### src/rtl/bsg_manycore_sdr_reset_sequencer.sv
// bsg_manycore_sdr_reset_sequencer: ordered release of the four SDR link resets with a programmable per-phase hold
module bsg_manycore_sdr_reset_sequencer #(
  parameter int hold_cycles_p = 16
) (
  input  logic clk_i,
  input  logic reset_i,
  input  logic start_i,
  output logic async_uplink_reset_o,
  output logic async_downlink_reset_o,
  output logic async_downstream_reset_o,
  output logic async_token_reset_o,
  output logic done_o
);
  localparam int ctr_width_lp = hold_cycles_p > 1 ? $clog2(hold_cycles_p) : 1;
  localparam logic [ctr_width_lp-1:0] last_lp = ctr_width_lp'(hold_cycles_p - 1);
  typedef enum logic [2:0] {S_ALL, S_TOK, S_TOK_REL, S_UP_REL, S_DOWN_REL, S_DONE} state_e;
  state_e state_r, state_n;
  logic [ctr_width_lp-1:0] ctr_r, ctr_n;
  logic last;
  // next state: restart wins over the terminal-count advance; done is sticky
  always_comb begin
    last = ctr_r == last_lp;
    state_n = start_i ? S_ALL
            : state_r == S_DONE ? S_DONE
            : last ? state_e'(state_r + 3'd1)
            : state_r;
    ctr_n = (start_i || last || state_r == S_DONE) ? '0 : ctr_r + ctr_width_lp'(1);
  end
  // state, counter and outputs share one edge; outputs decode the next state so ports see only flops
  always_ff @(posedge clk_i or posedge reset_i)
    if (reset_i) begin
      state_r <= S_ALL;
      ctr_r <= '0;
      async_uplink_reset_o <= 1'b1;
      async_downlink_reset_o <= 1'b1;
      async_downstream_reset_o <= 1'b1;
      async_token_reset_o <= 1'b0;
      done_o <= 1'b0;
    end else begin
      state_r <= state_n;
      ctr_r <= ctr_n;
      async_uplink_reset_o <= state_n == S_ALL || state_n == S_TOK || state_n == S_TOK_REL;
      async_downlink_reset_o <= state_n != S_DOWN_REL && state_n != S_DONE;
      async_downstream_reset_o <= state_n != S_DONE;
      async_token_reset_o <= state_n == S_TOK;
      done_o <= state_n == S_DONE;
    end
endmodule

### config.mk
export PLATFORM = sky130hd
export DESIGN_NAME = bsg_manycore_sdr_reset_sequencer
export DESIGN_NICKNAME = d
export VERILOG_FILES = /design/src/rtl/bsg_manycore_sdr_reset_sequencer.sv
export SDC_FILE = /design/constraint.sdc
export NUM_CORES = 1
export LEC_CHECK = 0
export CORE_MARGIN = 1.5
export CORE_UTILIZATION = 40
export DETAILED_ROUTE_END_ITERATION = 12
export GPL_TIMING_DRIVEN = 0
export SETUP_SLACK_MARGIN = 0.4
export SLEW_MARGIN = 40
export SYNTH_ARGS = -nofsm -noshare
export SYNTH_HDL_FRONTEND = slang
export SYNTH_SLANG_ARGS = --single-unit
### constraint.sdc
create_clock -name clk_i -period 4.6 [get_ports clk_i]
set_input_delay 1.38 -clock clk_i [delete_from_list [all_inputs] [get_ports clk_i]]
set_output_delay 1.38 -clock clk_i [all_outputs]
set_load 0.05 [all_outputs]
==> results of run 1 <==
## through the flow
stage	hold WS, ns	utilization, %	instance area, µm²
after detailed placement	0.489	49.5	636
after CTS	0.500	51.5	662
after floorplan	0.463	-	547
after global routing	0.550	51.5	662
after global placement	0.477	49.5	636
final	0.497	51.5	662
## logic make-up after synthesis
family	Yosys count	share of synthesized area, %
DFF	12	55.6
xor gates and xnor gates	2	3.20
AOI/OAI and AO/OA	9	16.5
buffers and inverters	2	1.37
and+or+nand+nor	13	14.6
adders and majority gates	3	6.87
muxes	1	1.83
## flip-flops by register name, indices dropped and copies added, names as in the netlist
name                      cells
async_downstream_reset_o      1
async_downlink_reset_o        1
done_o                        1
async_token_reset_o           1
ctr_r                         4
async_uplink_reset_o          1
state_r                       3
## final timing paths
check	startpoint	slack (ns)	cells after the start	endpoint
hold reg to reg	ctr_r[0]	0.50	1	ctr_r[0]
hold / removal	ctr_r[0]	0.50	1	ctr_r[0]
setup reg to reg	ctr_r[0]	2.84	5	async_uplink_reset_o
min in group asynchronous	reset_i	1.41	2	done_o
max in group asynchronous	reset_i	2.85	2	async_uplink_reset_o
setup / recovery	async_downlink_reset_o	1.64	1	async_downlink_reset_o
## metal layers
| metal | up-vias | GRT usage (%) | share of wire (%) | routed length [µm] |
|---|---|---|---|---|
| li1 | 173 | - | - | - |
| met1 | 186 | 17.4 | 42 | 387 |
| met2 | 12 | 28.2 | 53 | 485 |
| met3 | 2 | 3.33 | 4.6 | 42 |
| met4 | 0 | 10.3 | 0.65 | 6 |
| met5 | - | 0 | 0 | 0 |
## layout by cell type (no fill, tap or decap), drive strengths merged
cell type / n
dfrtp: 9
clkdlybuf4s50: 7
clkbuf: 4
nor2: 3
ha: 3
dfstp: 3
a21o: 3
inv: 2
nand2: 2
xnor2: 2
a31oi: 2
and3: 1
a211oi: 1
or2b: 1
nand4: 1
mux2i: 1
a21oi: 1
nor3b: 1
nor3: 1
a311oi: 1
and3b: 1
a21bo: 1
or3: 1
and2: 1
## cell type report
class | instances | area, µm²
sequential | 12 | 304
clock buffer | 4 | 26.3
timing repair buffer | 7 | 70.1
fill | 117 | 623
multi-input combinational | 28 | 235
inverter | 2 | 7.51
tap | 15 | 18.8
## power by group through the flow
stage	clock [mW]	combinational [mW]	sequential, mW
final	0.0650	0.0103	0.111
after CTS	0.0681	0.0105	0.110
after global placement	0	0.00990	0.112
after floorplan	0	0.00692	0.112
after global routing	0.0749	0.0119	0.111
after detailed placement	0	0.0104	0.112
==> impl_metrics.env, run 1 <==
export IMPL_outcome="finished, final reports clean"
export IMPL_cts_root_to_sink_buffers=2
export IMPL_drv_cap=0
export IMPL_unrepaired_setup_endpoints_after_global_routing="false"
export IMPL_finalHoldViolations=0
export IMPL_yosysTopAreaCell="sky130_fd_sc_hd__dfrtp_1"
export IMPL_finClkSkew_ns=0.00393
export IMPL_drc_errors=0
export IMPL_synth_top_cells_by_count="sky130_fd_sc_hd__dfrtp_1 (9), sky130_fd_sc_hd__dfstp_2 (3), sky130_fd_sc_hd__ha_1 (3), sky130_fd_sc_hd__nor2_1 (3)"
export IMPL_synth_top_cells_by_area="sky130_fd_sc_hd__dfrtp_1 (41%), sky130_fd_sc_hd__dfstp_2 (14%), sky130_fd_sc_hd__ha_1 (6.9%)"
export IMPL_total_power_after_layout_uw=186
export IMPL_post_drt_wl_per_cell_um=13.5
export IMPL_cp_buffers_inverters=1
export IMPL_wire_length_of_the_first_global_routing_pass_mm=1.60
export IMPL_cp_start_kind="flop"
export IMPL_detail_route_iter0_violations=12
export IMPL_path_delay_family="buffers and inverters"
export IMPL_dr_vias_cell=5.49
export IMPL_crit_fanout=1
export IMPL_final_setup_tns_ns=0
export IMPL_pin_count_of_the_biggest_net_entering_global_routing=13
export IMPL_worstSkewPairLatency_ns=0.27
export IMPL_critical_path_slowest_cell="sky130_fd_sc_hd__clkdlybuf4s50_1"
export IMPL_critical_path_cell_chain="clkdlybuf4s50_1"
export IMPL_number_of_global_route_vias_before_repair=385
export IMPL_tritoncts_num_sinks=12
export IMPL_placement_setup_worst_slack_ns=1.72
export IMPL_clkTransAtPathRegs_ns=0.07
export IMPL_postSynthNetCount=48
export IMPL_yosysSeqAreaShare_pct=55.6
export IMPL_critPathCaptureType="output pin"
export IMPL_cts_setup_buffers=0
export IMPL_power_switching_fraction_pct=21.4
export IMPL_antenna_found_initial=0
export IMPL_avgSynthCellArea_um2=13.0
export IMPL_synth_top_cell_area_share_pct=41.2
export IMPL_hpwlAfterDp_um=694
export IMPL_cts_inserted_buffers=3
export IMPL_irDropWorstVdd_uv=167
export IMPL_part_of_the_power_in_registers_pct=59.5
export IMPL_cts_hold_buf=0
export IMPL_fin_ws_ns=1.64
export IMPL_area_growth_pct=21.1
export IMPL_finalWeightedCongestion=0.760
export IMPL_std_cell_rows=13
export IMPL_syn_inst=42
export IMPL_timing_max_transition_violations_final=0
export IMPL_power_switching_uw=39.7
export IMPL_mappedNetlistArea_um2=547
export IMPL_final_min_period_over_clock_period_pct=64.3
export IMPL_synth_cell_types=24
export IMPL_die_h_um=40.0
export IMPL_ys_async_sr_fraction_pct=100
export IMPL_clock_tree_from_tritoncts="done"
export IMPL_cts_root_buf="sky130_fd_sc_hd__clkbuf_4"
export IMPL_postSynth_topFlopCell="sky130_fd_sc_hd__dfrtp_1"
export IMPL_synth_warning_count=0
export IMPL_power_density_mw_per_mm2=281
export IMPL_finish_net_count=60
export IMPL_wirelength_um=921
export IMPL_crit_type="flop to output pin"
export IMPL_synth_edf_count=0
export IMPL_slew_headroom_pct=67.1
export IMPL_port_buffer_count=7
export IMPL_grt_total_usage_pct=16.1
export IMPL_minimum_clock_period_ns=2.96
export IMPL_core_area_mm2=0.00128
export IMPL_crit_required_ns=3.22
export IMPL_drive_above_1_share_pct=24.5
export IMPL_final_setup_viol_count=0
export IMPL_critPathMaxStageDelay_ns=0.79
export IMPL_placedCellCount=64
export IMPL_ctsHtreeMaxLevel=1
export IMPL_worstHoldPathType="flop to flop"
export IMPL_io_pin_count=8
export IMPL_pwr_share_comb_pct=5.5
export IMPL_route_antenna_remaining_nets=0
export IMPL_first_pass_iters=4
export IMPL_initial_core_util_pct=42.6
export IMPL_p_int_uw=146
export IMPL_die_w_um=40.0
export IMPL_worst_slew_pin_slew_ns=0.492
export IMPL_antenna_cells_inserted=0
export IMPL_stdcell_count=68
export IMPL_synth_ff_latch_count=12
export IMPL_grt_overflow_total=0
export IMPL_p_leak_nw=0.292
export IMPL_clkPwrFrac_pct=35.0
export IMPL_dieArea_mm2=0.00160
export IMPL_detailroute_via_count=373
export IMPL_synth_most_common_cell="sky130_fd_sc_hd__dfrtp_1"
export IMPL_timing_fmax_mhz=338
export IMPL_critical_path_arrival_ns=1.58
export IMPL_post_cts_resized=0
No activity file was read; power rests on OpenSTA's default activity.
==> run 2: changes to the inputs <==
==> constraint.sdc (replaced) <==
create_clock -name clk_i -period 2.8 [get_ports clk_i]
set_input_delay 0.84 -clock clk_i [delete_from_list [all_inputs] [get_ports clk_i]]
set_output_delay 0.84 -clock clk_i [all_outputs]
set_load 0.05 [all_outputs]
==> run 2 against run 1 <==
  * Total power rose by 64%
  * Design area fell by 0.57%
  * Hold slack did not move
  * Critical path depth did not move
  * Largest power group unchanged
  * Wire length rose by 0.11%
  * Clock skew did not move
  * Global-route usage rose by 0.12 points
  * First-iteration DRC count did not move
==> impl_metrics.env, run 2 (synthesis results as in run 1) <==
export IMPL_outcome="finished, final reports clean"
export IMPL_slew_headroom_pct=67.3
export IMPL_dr_vias_cell=5.49
export IMPL_final_common_cell="sky130_fd_sc_hd__dfrtp_1"
export IMPL_crit_type="flop to output pin"
export IMPL_area_growth_pct=20.4
export IMPL_timing_hold_worst_start="ctr_r[0]"
export IMPL_cp_start_kind="flop"
export IMPL_pin_count_of_the_biggest_net_entering_global_routing=13
export IMPL_critical_path_slowest_cell="sky130_fd_sc_hd__clkdlybuf4s50_1"
export IMPL_drive_above_1_share_pct=24.5
export IMPL_p_leak_nw=0.286
export IMPL_critical_path_cell_chain="clkdlybuf4s50_1"
export IMPL_clock_tree_from_tritoncts="done"
export IMPL_std_cell_rows=13
export IMPL_final_setup_viol_count=0
export IMPL_finClkSkew_ns=0.00393
export IMPL_cts_hold_buf=0
export IMPL_final_setup_tns_ns=0
export IMPL_die_h_um=40.0
export IMPL_io_pin_count=8
export IMPL_worst_slew_pin_slew_ns=0.490
export IMPL_initial_core_util_pct=42.6
export IMPL_crit_required_ns=1.96
export IMPL_final_min_period_over_clock_period_pct=79.6
export IMPL_grt_total_usage_pct=16.2
export IMPL_route_antenna_remaining_nets=0
export IMPL_irDropWorstVdd_uv=275
export IMPL_worst_reg2reg_path_startpoint="ctr_r[0]"
export IMPL_minimum_clock_period_ns=2.23
export IMPL_cp_buffers_inverters=1
export IMPL_reg_with_most_ffs="ctr_r"
export IMPL_wire_length_of_the_first_global_routing_pass_mm=1.61
export IMPL_crit_fanout=1
export IMPL_drv_cap=0
export IMPL_path_delay_family="buffers and inverters"
export IMPL_detail_route_iter0_violations=12
export IMPL_ctsHtreeMaxLevel=1
export IMPL_dieArea_mm2=0.00160
export IMPL_finalHoldViolations=0
export IMPL_first_pass_iters=4
export IMPL_placed_area_um2=636
export IMPL_finalWeightedCongestion=0.760
export IMPL_biggestRegsByFlops="ctr_r x4, state_r x3"
export IMPL_number_of_global_route_vias_before_repair=391
export IMPL_critPathLaunch="done_o"
export IMPL_antenna_found_initial=0
export IMPL_finish_net_count=60
export IMPL_tritoncts_num_sinks=12
export IMPL_drc_errors=0
export IMPL_post_drt_wl_per_cell_um=13.6
export IMPL_cts_root_buf="sky130_fd_sc_hd__clkbuf_4"
export IMPL_stdcell_count=68
export IMPL_critPathMaxStageDelay_ns=0.79
export IMPL_hpwlAfterDp_um=694
export IMPL_area_of_all_placed_cells_without_fillers_um2=658
export IMPL_cts_inserted_buffers=3
export IMPL_final_cell_mix="sky130_fd_sc_hd__dfrtp_1 (9), sky130_fd_sc_hd__clkdlybuf4s50_1 (4)"
export IMPL_timing_max_transition_violations_final=0
export IMPL_total_power_after_layout_uw=305
export IMPL_placedCellCount=64
export IMPL_die_w_um=40.0
export IMPL_clkTransAtPathRegs_ns=0.07
export IMPL_detailroute_via_count=373
export IMPL_antenna_cells_inserted=0
export IMPL_core_area_mm2=0.00128
export IMPL_worstSkewPairLatency_ns=0.27
export IMPL_timing_fmax_mhz=449
export IMPL_wirelength_um=922
export IMPL_worstHoldPathType="flop to flop"
export IMPL_unrepaired_setup_endpoints_after_global_routing="false"
export IMPL_power_density_mw_per_mm2=464
export IMPL_largest_register_ffs=4
export IMPL_port_buffer_count=7
export IMPL_cts_root_to_sink_buffers=2
export IMPL_critPathCaptureType="output pin"
export IMPL_grt_overflow_total=0
export IMPL_critical_path_arrival_ns=1.39
[run 2: cell types whose count changed in the layout (fill, tap and decap cells not counted), sizes merged]
cell           change
clkdlybuf4s50      -3
dlygate4sd2        +3
[run 2: final timing paths]
check / to / slack [ns] / cells after the start
min in group asynchronous: done_o / 0.87 / 2
min: ctr_r[0] / 0.50 / 1
max: done_o / 0.57 / 1
min reg2reg: ctr_r[0] / 0.50 / 1
max reg2reg: async_uplink_reset_o / 1.04 / 5
max in group asynchronous: async_uplink_reset_o / 1.59 / 2
[run 2: cell type report]
type                    count  area (µm²)
repair buffers              7        66.3
flip-flops and latches     12         304
clock buffers               4        26.3
multi-input cells          28         235
inverters                   2        7.51
well taps                  15        18.8
fillers                   117         627
[run 2: metrics by stage]
stage	utilization [%]	hold slack [ns]	worst slack, ns
after floorplan	-	0.463	1.09
after global placement	49.5	0.477	0.497
after detailed placement	49.5	0.489	0.457
after CTS	51.2	0.500	0.556
after global routing	51.2	0.550	0.523
final	51.2	0.497	0.572
[run 2: worst register-to-register path, cell delays in order (launching register included)]
cell	delay (ns)
sky130_fd_sc_hd__dfrtp_1	0.41
sky130_fd_sc_hd__ha_1	0.29
sky130_fd_sc_hd__and3_4	0.24
sky130_fd_sc_hd__a211oi_4	0.32
sky130_fd_sc_hd__a21bo_1	0.25
sky130_fd_sc_hd__a21o_1	0.18
[run 2: where the power goes]
part	internal [mW]	switching, mW	leakage [nW]
clock network	0.0551	0.0517	0.0150
registers	0.177	0.00449	0.155
logic	0.00780	0.00907	0.116
[run 2: layer usage]
metal | part of all wire (%) | vias to the layer above | GRT usage, %
met2 | 53 | 12 | 28.6
met4 | 0.65 | 0 | 10.3
li1 | - | 173 | -
met1 | 42 | 186 | 17.4
met3 | 4.7 | 2 | 3.33
met5 | 0 | - | 0
[run 2: timing repair]
action | CTS | global route
endpoints found under the setup margin | 3 | 0
resized for setup | 3 | 0
endpoints found under the hold margin | 0 | 0
buffers inserted | 0 | 0
